[config.mk]
export PLATFORM = sky130hd
export DESIGN_NAME = spi_target
export DESIGN_NICKNAME = d
export VERILOG_FILES = /design/src/rtl/spi_target.sv
export SDC_FILE = /design/constraint.sdc
export NUM_CORES = 1
export LEC_CHECK = 0
export CELL_PAD_IN_SITES_DETAIL_PLACEMENT = 2
export CELL_PAD_IN_SITES_GLOBAL_PLACEMENT = 2
export CORE_MARGIN = 2
export CORE_UTILIZATION = 33
export CTS_BUF_LIST = sky130_fd_sc_hd__clkbuf_16
export DETAILED_ROUTE_END_ITERATION = 6
export GPL_TIMING_DRIVEN = 0
export PLACE_DENSITY_LB_ADDON = 0.1
export RECOVER_POWER = 100
export SLEW_MARGIN = 15
export SYNTH_ARGS = -nofsm -noshare
export SYNTH_HDL_FRONTEND = slang
export SYNTH_SLANG_ARGS = --single-unit
[constraint.sdc]
create_clock -name clk_i -period 3 [get_ports clk_i]
set_clock_uncertainty 0.2 [all_clocks]
set_input_delay 0.9 -clock clk_i [delete_from_list [all_inputs] [get_ports clk_i]]
set_output_delay 0.9 -clock clk_i [all_outputs]
set_load 0.01 [all_outputs]
[src/rtl/spi_target.sv]
// SPI mode-0 target byte shifter, oversampling SCK, /CS and MOSI on clk_i.
// Define SPI_TARGET_SYNC_EN for two-flop input synchronizers (L=2); otherwise inputs are registered once (L=1).
module spi_target (
   input  logic       clk_i,
   input  logic       reset_i,
   input  logic       spi_sck_i,
   input  logic       spi_cs_ni,
   input  logic       spi_rx_i,
   output logic       spi_tx_o,
   input  logic [7:0] tx_data_i,
   output logic [7:0] rx_data_o,
   output logic       cycle_o
);

   // Synchronized pins packed as {sck, cs_n, rx} so all three share one pipeline.
   logic [2:0] sync_d, sync_q;

`ifdef SPI_TARGET_SYNC_EN
   logic [2:0] meta_d, meta_q;

   always_comb begin
      meta_d = {spi_sck_i, spi_cs_ni, spi_rx_i};
      sync_d = meta_q;
   end

   always_ff @(posedge clk_i) begin
      if (reset_i) begin
         meta_q <= 3'b000;
      end else begin
         meta_q <= meta_d;
      end
   end
`else
   always_comb begin
      sync_d = {spi_sck_i, spi_cs_ni, spi_rx_i};
   end
`endif

   logic       sck_s, cs_n_s, rx_s, sck_rise_s, sck_fall_s;
   logic       sck_prev_d, sck_prev_q;
   logic [2:0] bit_cnt_d, bit_cnt_q;
   logic [6:0] rx_sr_d, rx_sr_q;
   logic [7:0] tx_sr_d, tx_sr_q;
   logic       load_pend_d, load_pend_q;
   logic [7:0] rx_data_d, rx_data_q;
   logic       cycle_d, cycle_q;
   logic       tx_d, tx_q;

   always_comb begin
      sck_s       = sync_q[2];
      cs_n_s      = sync_q[1];
      rx_s        = sync_q[0];
      sck_rise_s  = sck_s & ~sck_prev_q;
      sck_fall_s  = ~sck_s & sck_prev_q;

      sck_prev_d  = sck_s;
      bit_cnt_d   = bit_cnt_q;
      rx_sr_d     = rx_sr_q;
      tx_sr_d     = tx_sr_q;
      load_pend_d = load_pend_q;
      rx_data_d   = rx_data_q;
      cycle_d     = 1'b0;
      tx_d        = tx_q;

      // A deasserted /CS takes priority over any SCK edge seen in the same cycle.
      if (cs_n_s) begin
         bit_cnt_d   = 3'd0;
         load_pend_d = 1'b0;
         tx_sr_d     = tx_data_i;
         tx_d        = tx_data_i[7];
      end else if (sck_rise_s) begin
         if (bit_cnt_q == 3'd7) begin
            rx_data_d   = {rx_sr_q, rx_s};
            cycle_d     = 1'b1;
            load_pend_d = 1'b1;
         end else begin
            rx_sr_d = {rx_sr_q[5:0], rx_s};
         end
         bit_cnt_d = bit_cnt_q + 3'd1;
      end else if (sck_fall_s) begin
         if (load_pend_q) begin
            tx_sr_d     = tx_data_i;
            tx_d        = tx_data_i[7];
            load_pend_d = 1'b0;
         end else begin
            tx_sr_d = {tx_sr_q[6:0], 1'b0};
            tx_d    = tx_sr_q[6];
         end
      end else begin
         bit_cnt_d = bit_cnt_q;
      end
   end

   always_ff @(posedge clk_i) begin
      if (reset_i) begin
         sync_q      <= 3'b000;
         sck_prev_q  <= 1'b0;
         bit_cnt_q   <= 3'd0;
         rx_sr_q     <= 7'h00;
         tx_sr_q     <= 8'h00;
         load_pend_q <= 1'b0;
         rx_data_q   <= 8'h00;
         cycle_q     <= 1'b0;
         tx_q        <= 1'b0;
      end else begin
         sync_q      <= sync_d;
         sck_prev_q  <= sck_prev_d;
         bit_cnt_q   <= bit_cnt_d;
         rx_sr_q     <= rx_sr_d;
         tx_sr_q     <= tx_sr_d;
         load_pend_q <= load_pend_d;
         rx_data_q   <= rx_data_d;
         cycle_q     <= cycle_d;
         tx_q        <= tx_d;
      end
   end

   assign spi_tx_o  = tx_q;
   assign rx_data_o = rx_data_q;
   assign cycle_o   = cycle_q;

endmodule

==> results.json, run 1 <==
{
  "grt_max_degree": 12,
  "status": "complete, no violations",
  "syn_avg_cell_area_um2": 9.30,
  "fin_crit_ns": 2.32,
  "vias": 1091,
  "placementRows": 22,
  "startpoint_type": "register",
  "firstDrtPassIters": 3,
  "fin_cells": 214,
  "peakVddDrop_v": 0.000427,
  "antenna_left": 0,
  "ys_top_cells_by_area": "dfxtp_1, nand2_1, mux2i_1",
  "maxCapViolations": 0,
  "r2r-start": "bit_cnt_q[0]",
  "die-area_um2": 4340,
  "hold_start": "rx_data_o[0]",
  "clk_pin_slew_ns": 0.05,
  "tritoncts": "done",
  "core-area_um2": 3660,
  "grt_pass1_vias": 1155,
  "reg2reg_depth": 6,
  "slowest_stage": "dlygate4sd3_1",
  "fp.dieH_um": 65.9,
  "clock_latency_ns": 0.28,
  "cts_buffers": 5,
  "post_drt_wl_per_cell_um": 16.1,
  "min_period_over_period_pct": 77.2,
  "htree_levels": 2,
  "synthesis.nets": 151,
  "ctsResizeCount": 0,
  "synth-seq-cells": 32,
  "clockRootBuffer": "clkbuf_16",
  "post-cts-setup-buffer-count": 0,
  "ys.warnings.count": 0,
  "syn_inst": 136,
  "leakage_nw": 0.659,
  "layout_common_cells": "dfxtp_1, nand2_1, nor3_1, dlygate4sd3_1, clkdlybuf4s50_1",
  "rr_endpoint": "rx_sr_q[1]",
  "synth_top_cell_area_share_pct": 50.6,
  "fmax_mhz": 432,
  "crit_path_end_kind": "output port",
  "worst_slack_ns": 0.683,
  "dieWidth_um": 65.9,
  "clock-sinks": 32,
  "yosysSeqAreaShare_pct": 50.6,
  "area.growth.synth_to_final_pct": 35.4,
  "worst-path-buf-inv": 1,
  "critPathMaxStageDelay_ns": 0.61,
  "syn-cell-area_um2": 1260,
  "vias_per_cell": 5.10,
  "place_inst": 206,
  "synth_area_leader_cell": "dfxtp_1",
  "min_path_type": "register to register",
  "yosys.cell_types.count": 22,
  "worstPathCellList": "dlygate4sd3_1",
  "hpwlAfterDp_um": 2350,
  "crit_fanout": 2,
  "power_density_nw_per_um2": 643,
  "setup_viol": 0,
  "pre_cts_slack_ns": 0.589,
  "relSlewSlack_pct": 62.1,
  "worst_hold_slack_ns": 0.252,
  "cp.depth": 1,
  "wl_um": 3440,
  "pin_count": 23,
  "grt_pass1_wl_um": 5780,
  "io_buffers": 22,
  "antenna_cells": 0,
  "layout_commonest_cell": "dfxtp_1",
  "start_util_pct": 34.6,
  "crit_type": "register to output port",
  "cpLargestDelayFamily": "buffers and inverters",
  "grt.overflow.total": 0,
  "worst_pin_slew_ns": 0.569,
  "slew_viol_final": 0,
  "clockBufferDepth": 2,
  "final_util_pct": 46.8,
  "hold_depth": 2,
  "route.detailed.drc": 0,
  "setup_tns_ns": 0,
  "gp_congestion": 0.712,
  "hold_buffers": 0,
  "grt_usage_pct": 18.6,
  "drive_above_1_share_pct": 10.2,
  "rsz0062_at_grt": "false",
  "arrival_ns": 1.22,
  "rrSetupSlack_ns": 1.13,
  "hold_violations": 0,
  "drtIter0Drc": 35,
  "antenna_found_initial": 0,
  "whs_endpoint": "rx_data_o[0]",
  "cp.required_ns": 1.90,
  "nets": 180
}
-- stage by stage --
stage / total power, mW / instance area [um^2]
2_1_floorplan: 0.498 / 1260
3_3_place_gp: 0.528 / 1550
3_5_place_dp: 0.533 / 1550
4_1_cts: 1.11 / 1710
5_1_grt: 1.15 / 1710
6_report: 1.10 / 1710
-- power by group --
group	leakage (nW)	total (mW)	switching, mW	internal (mW)
logic	0.319	0.0765	0.0379	0.0386
clock network	0.0798	0.578	0.188	0.389
registers	0.260	0.447	0.00881	0.438
total	0.659	1.10	0.235	0.866
-- how the worst max path moves through the flow --
| stage | start | endpoint | slack (ns) |
|---|---|---|---|
| final | rx_data_o[4] | rx_data_o[4] | 0.68 |
| after global routing | rx_data_o[4] | rx_data_o[4] | 0.62 |
| after CTS | rx_data_o[4] | rx_data_o[4] | 0.73 |
| after detailed placement | reset_i | rx_data_o[5] | 0.59 |
| after global placement | reset_i | load_pend_q | 0.67 |
| after floorplan | bit_cnt_q[0] | rx_sr_q[0] | 1.36 |
-- area by class of cell --
| class | count | area, um^2 |
|---|---|---|
| plain buffers | 10 | 58.8 |
| clock buffers | 5 | 125 |
| clock inverters | 3 | 42.5 |
| fillers | 391 | 1950 |
| multi-input cells | 94 | 566 |
| flip-flops and latches | 32 | 641 |
| well taps | 48 | 60.1 |
| repair buffers | 22 | 220 |
-- flip-flops by register name (all words and copies together) (netlist names) --
| register | count |
|---|---|
| rx_data_o | 8 |
| rx_sr_q | 7 |
| tx_sr_q | 7 |
| bit_cnt_q | 3 |
| sync_q | 3 |
| cycle_o | 1 |
| load_pend_q | 1 |
| sck_prev_q | 1 |
| spi_tx_o | 1 |
-- cells in the mapped netlist, drive strengths merged --
cell type	count
dfxtp	32
nand2	30
nor3	11
a21oi	9
mux2i	9
nor2	9
a311oi	7
buf	7
nor2b	5
clkbuf	3
nand2b	3
ha	2
a22oi	1
and2b	1
and4bb	1
nand3b	1
nand4bb	1
nor4b	1
o211ai	1
or2	1
xnor2	1
-- per-layer routing --
| metal | wire length, um | vias to the layer above | GRT usage [%] |
|---|---|---|---|
| met5 | 0 | - | 0 |
| met4 | 74 | 0 | 7.81 |
| met1 | 1540 | 534 | 22.1 |
| li1 | - | 526 | - |
| met3 | 141 | 11 | 6.81 |
| met2 | 1690 | 20 | 30.2 |
-- kinds of logic after synthesis --
group	Yosys count	synth area share [%]
AO/OA/AOI/OAI	18	9.59
XOR/XNOR	1	0.693
adder cells (fa/ha/maj)	2	1.98
buffers and inverters	10	4.65
flip-flops	32	50.6
multiplexers	9	7.12
AND/OR/NAND/NOR	64	25.3
No activity file was read; power rests on OpenSTA's default activity.
==> inputs of run 2 (changes only) <==
--- a/config.mk
+++ b/config.mk
@@ -8,7 +8,7 @@
 export CELL_PAD_IN_SITES_DETAIL_PLACEMENT = 2
 export CELL_PAD_IN_SITES_GLOBAL_PLACEMENT = 2
 export CORE_MARGIN = 2
-export CORE_UTILIZATION = 33
+export CORE_UTILIZATION = 28
 export CTS_BUF_LIST = sky130_fd_sc_hd__clkbuf_16
 export DETAILED_ROUTE_END_ITERATION = 6
 export GPL_TIMING_DRIVEN = 0
==> constraint.sdc (replaced) <==
create_clock -name clk_i -period 2.1 [get_ports clk_i]
set_clock_uncertainty 0.2 [all_clocks]
set_input_delay 0.63 -clock clk_i [delete_from_list [all_inputs] [get_ports clk_i]]
set_output_delay 0.63 -clock clk_i [all_outputs]
set_load 0.01 [all_outputs]
==> run 2 against run 1 <==
Compared with the run above: clock power up 39%; final area about the same; worst setup slack worse by 0.61 ns; combinational power up 40%; critical path type unchanged; largest cell class unchanged; largest power group unchanged.
==> results.json, run 2 (synthesis results as in run 1) <==
{
  "status": "complete, no violations",
  "antenna_found_initial": 0,
  "min_period_over_period_pct": 96.4,
  "final_util_pct": 39.4,
  "maxCapViolations": 0,
  "crit_fanout": 2,
  "wl_um": 3200,
  "fp.dieH_um": 71.2,
  "die-area_um2": 5070,
  "grt_pass1_vias": 1172,
  "setup_tns_ns": 0,
  "post-cts-setup-buffer-count": 0,
  "clock-sinks": 32,
  "core-area_um2": 4350,
  "worst_slack_ns": 0.0762,
  "fin_cells": 218,
  "hold_violations": 0,
  "dieWidth_um": 71.2,
  "clock_latency_ns": 0.27,
  "layout_commonest_cell": "dfxtp_1",
  "start_util_pct": 29.1,
  "drive_above_1_share_pct": 9.64,
  "io_buffers": 22,
  "crit_path_end_kind": "output port",
  "peakVddDrop_v": 0.000458,
  "relSlewSlack_pct": 60.4,
  "min_path_type": "register to register",
  "cp.required_ns": 1.27,
  "firstDrtPassIters": 4,
  "worstPathCellList": "dlygate4sd3_1",
  "grt.overflow.total": 0,
  "clockBufferDepth": 2,
  "pin_count": 23,
  "finalPower_mw": 1.55,
  "route.detailed.drc": 0,
  "fin_crit_ns": 2.02,
  "nets": 180,
  "hold_buffers": 0,
  "gp_congestion": 0.720,
  "worst_pin_slew_ns": 0.593,
  "post_dp_cell_area_um2": 1550,
  "rsz0062_at_grt": "false",
  "leakage_nw": 0.636,
  "tritoncts": "done",
  "worst-path-buf-inv": 1,
  "htree_levels": 2,
  "worst_hold_slack_ns": 0.257,
  "ctsResizeCount": 0,
  "cts_buffers": 5,
  "antenna_cells": 0,
  "vias_per_cell": 4.89,
  "largest_reg_flops": 8,
  "placementRows": 24,
  "nFillCells": 475,
  "post_drt_wl_per_cell_um": 14.7,
  "power_density_nw_per_um2": 902,
  "fmax_mhz": 494,
  "vias": 1065,
  "slew_viol_final": 0,
  "setup_viol": 0,
  "cpLargestDelayFamily": "buffers and inverters",
  "critPathMaxStageDelay_ns": 0.60,
  "place_inst": 210,
  "grt_max_degree": 11,
  "slowest_stage": "dlygate4sd3_1",
  "pre_cts_slack_ns": -0.0640,
  "grt_pass1_wl_um": 5640,
  "drtIter0Drc": 25,
  "clockRootBuffer": "clkbuf_16",
  "layout_common_cells": "dfxtp_1, nand2_1, clkdlybuf4s50_1",
  "final_area_um2": 1710,
  "antenna_left": 0,
  "arrival_ns": 1.19,
  "area.growth.synth_to_final_pct": 35.5,
  "clk_pin_slew_ns": 0.05,
  "crit_type": "register to output port",
  "startpoint_type": "register",
  "grt_usage_pct": 14.4,
  "hpwlAfterDp_um": 2310
}
==> run 2: changes by cell type in the layout (fill, tap and decap cells not counted) <==
cell	delta
clkdlybuf4s50_1	+8
clkinvlp_4	-1
dlygate4sd3_1	-8
inv_1	+1
==> run 2: final cells by class <==
class | instances | area (um^2) | share of cell area (%)
Sequential cell | 32 | 641 | 37.4
Multi-Input combinational cell | 94 | 566 | 33.0
Timing Repair Buffer | 22 | 220 | 12.8
Clock buffer | 5 | 125 | 7.30
Tap cell | 52 | 65.1 | 3.80
Buffer | 10 | 58.8 | 3.43
Clock inverter | 3 | 38.8 | 2.26
==> run 2: per-layer routing <==
| layer | GRT usage (%) | share of wire, % | vias up |
|---|---|---|---|
| met5 | 0 | 0 | - |
| met3 | 3.66 | 3.1 | 5 |
| met2 | 23.8 | 47 | 15 |
| li1 | - | - | 524 |
| met1 | 18.1 | 49 | 521 |
| met4 | 5.66 | 1.6 | 0 |
==> run 2: final timing paths <==
kind / start / to / slack (ns) / cells past startpoint
min: rx_data_o[5] / rx_data_o[5] / 0.26 / 2
max reg2reg: bit_cnt_q[0] / rx_sr_q[0] / 0.33 / 6
max: rx_data_o[4] / rx_data_o[4] / 0.08 / 1
min reg2reg: rx_data_o[5] / rx_data_o[5] / 0.26 / 2
==> run 2: power by group <==
group          switching, mW  internal (mW)  total (mW)
clock network          0.250          0.552       0.802
registers             0.0119          0.626       0.638
logic                 0.0512         0.0556       0.107
==> inputs of run 3 (changes only) <==
--- a/config.mk
+++ b/config.mk
@@ -7,7 +7,7 @@
 export LEC_CHECK = 0
 export CELL_PAD_IN_SITES_DETAIL_PLACEMENT = 2
 export CELL_PAD_IN_SITES_GLOBAL_PLACEMENT = 2
-export CORE_MARGIN = 2
+export CORE_MARGIN = 4
 export CORE_UTILIZATION = 28
 export CTS_BUF_LIST = sky130_fd_sc_hd__clkbuf_16
 export DETAILED_ROUTE_END_ITERATION = 6
==> run 3 against run 2 <==
Compared with the run above: via count is 0.75% lower; count of clock-buffer cells in the layout did not move; hold slack worse by 0.0020 ns; first-iteration DRC count grew 84%; fmax fell by 0.12%; global-route usage fell by 0.71 points; largest cell class unchanged; sequential share of layout area did not move; final area unchanged; cell count did not move; sequential power about the same.
==> results.json, run 3 (synthesis results as in run 1) <==
{
  "status": "complete, no violations",
  "clk_pin_slew_ns": 0.05,
  "slowest_stage": "dlygate4sd3_1",
  "peakVddDrop_v": 0.000805,
  "cpLargestDelayFamily": "buffers and inverters",
  "worst_hold_slack_ns": 0.255,
  "io_buffers": 22,
  "htree_levels": 2,
  "post-cts-setup-buffer-count": 0,
  "clockRootBuffer": "clkbuf_16",
  "rsz0062_at_grt": "false",
  "grt_max_degree": 11,
  "clock_latency_ns": 0.28,
  "drtIter0Drc": 46,
  "min_period_over_period_pct": 96.5,
  "tritoncts": "done",
  "finalPower_mw": 1.55,
  "setup_viol": 0,
  "grt_usage_pct": 13.7,
  "firstDrtPassIters": 4,
  "hold_violations": 0,
  "die-area_um2": 5660,
  "fin_cells": 218,
  "placementRows": 24,
  "grt_pass1_wl_um": 5650,
  "place_inst": 210,
  "pin_count": 23,
  "core-area_um2": 4350,
  "arrival_ns": 1.20,
  "grt_pass1_vias": 1140,
  "maxCapViolations": 0,
  "relSlewSlack_pct": 60.1,
  "start_util_pct": 29.1,
  "startpoint_type": "register",
  "drive_above_1_share_pct": 9.64,
  "worstPathCellList": "dlygate4sd3_1",
  "hpwlAfterDp_um": 2270,
  "antenna_left": 0,
  "fp.dieH_um": 75.2,
  "layout_common_cells": "dfxtp_1, nand2_1, clkdlybuf4s50_1",
  "crit_fanout": 2,
  "min_path_type": "register to register",
  "critPathMaxStageDelay_ns": 0.60,
  "worst_pin_slew_ns": 0.599,
  "slew_viol_final": 0,
  "cts_buffers": 5,
  "post_drt_wl_per_cell_um": 15.0,
  "area.growth.synth_to_final_pct": 35.5,
  "fmax_mhz": 494,
  "crit_path_end_kind": "output port",
  "nets": 180,
  "clock-sinks": 32,
  "crit_type": "register to output port",
  "hold_buffers": 0,
  "worst_slack_ns": 0.0739,
  "antenna_found_initial": 0,
  "leakage_nw": 0.635,
  "gp_congestion": 0.698,
  "largest_reg_flops": 8,
  "fin_crit_ns": 2.03,
  "worst-path-buf-inv": 1,
  "route.detailed.drc": 0,
  "wl_um": 3280,
  "grt.overflow.total": 0,
  "clockBufferDepth": 2,
  "antenna_cells": 0,
  "dieWidth_um": 75.2,
  "ctsResizeCount": 0,
  "pre_cts_slack_ns": -0.0395,
  "layout_commonest_cell": "dfxtp_1",
  "power_density_nw_per_um2": 907,
  "vias_per_cell": 4.85,
  "vias": 1057,
  "cp.required_ns": 1.27
}
run 3: cell type report:
| class | instances | area, um^2 |
|---|---|---|
| plain buffers | 10 | 58.8 |
| clock buffers | 5 | 125 |
| clock inverters | 3 | 38.8 |
| fillers | 473 | 2640 |
| multi-input cells | 94 | 566 |
| flip-flops and latches | 32 | 641 |
| well taps | 52 | 65.1 |
| repair buffers | 22 | 220 |
run 3: routing by layer:
| metal | global-route usage, % | up-vias | part of all wire [%] |
|---|---|---|---|
| li1 | - | 524 | - |
| met1 | 17.3 | 512 | 48 |
| met2 | 21.1 | 15 | 46 |
| met3 | 4.67 | 6 | 4.2 |
| met4 | 6.41 | 0 | 2.0 |
| met5 | 0 | - | 0 |
run 3: power breakdown:
part	switching, mW	internal (mW)
Combinational	0.0511	0.0550
Clock	0.258	0.552
Sequential	0.0119	0.626
Total	0.321	1.23
run 3: through the flow:
| stage | TNS (ns) | util [%] | instance area, um^2 |
|---|---|---|---|
| floorplan | 0 | - | 1260 |
| global placement | 0 | 35.6 | 1550 |
| detailed placement | -0.163 | 35.6 | 1550 |
| CTS | 0 | 39.4 | 1710 |
| global route | 0 | 39.4 | 1710 |
| finish | 0 | 39.4 | 1710 |
run 3: final timing paths:
kind	startpoint	to	slack [ns]	cells past startpoint
hold / removal	rx_data_o[5]	rx_data_o[5]	0.25	2
setup / recovery	spi_tx_o	spi_tx_o	0.07	1
hold reg to reg	rx_data_o[5]	rx_data_o[5]	0.25	2
setup reg to reg	bit_cnt_q[0]	rx_sr_q[0]	0.33	6
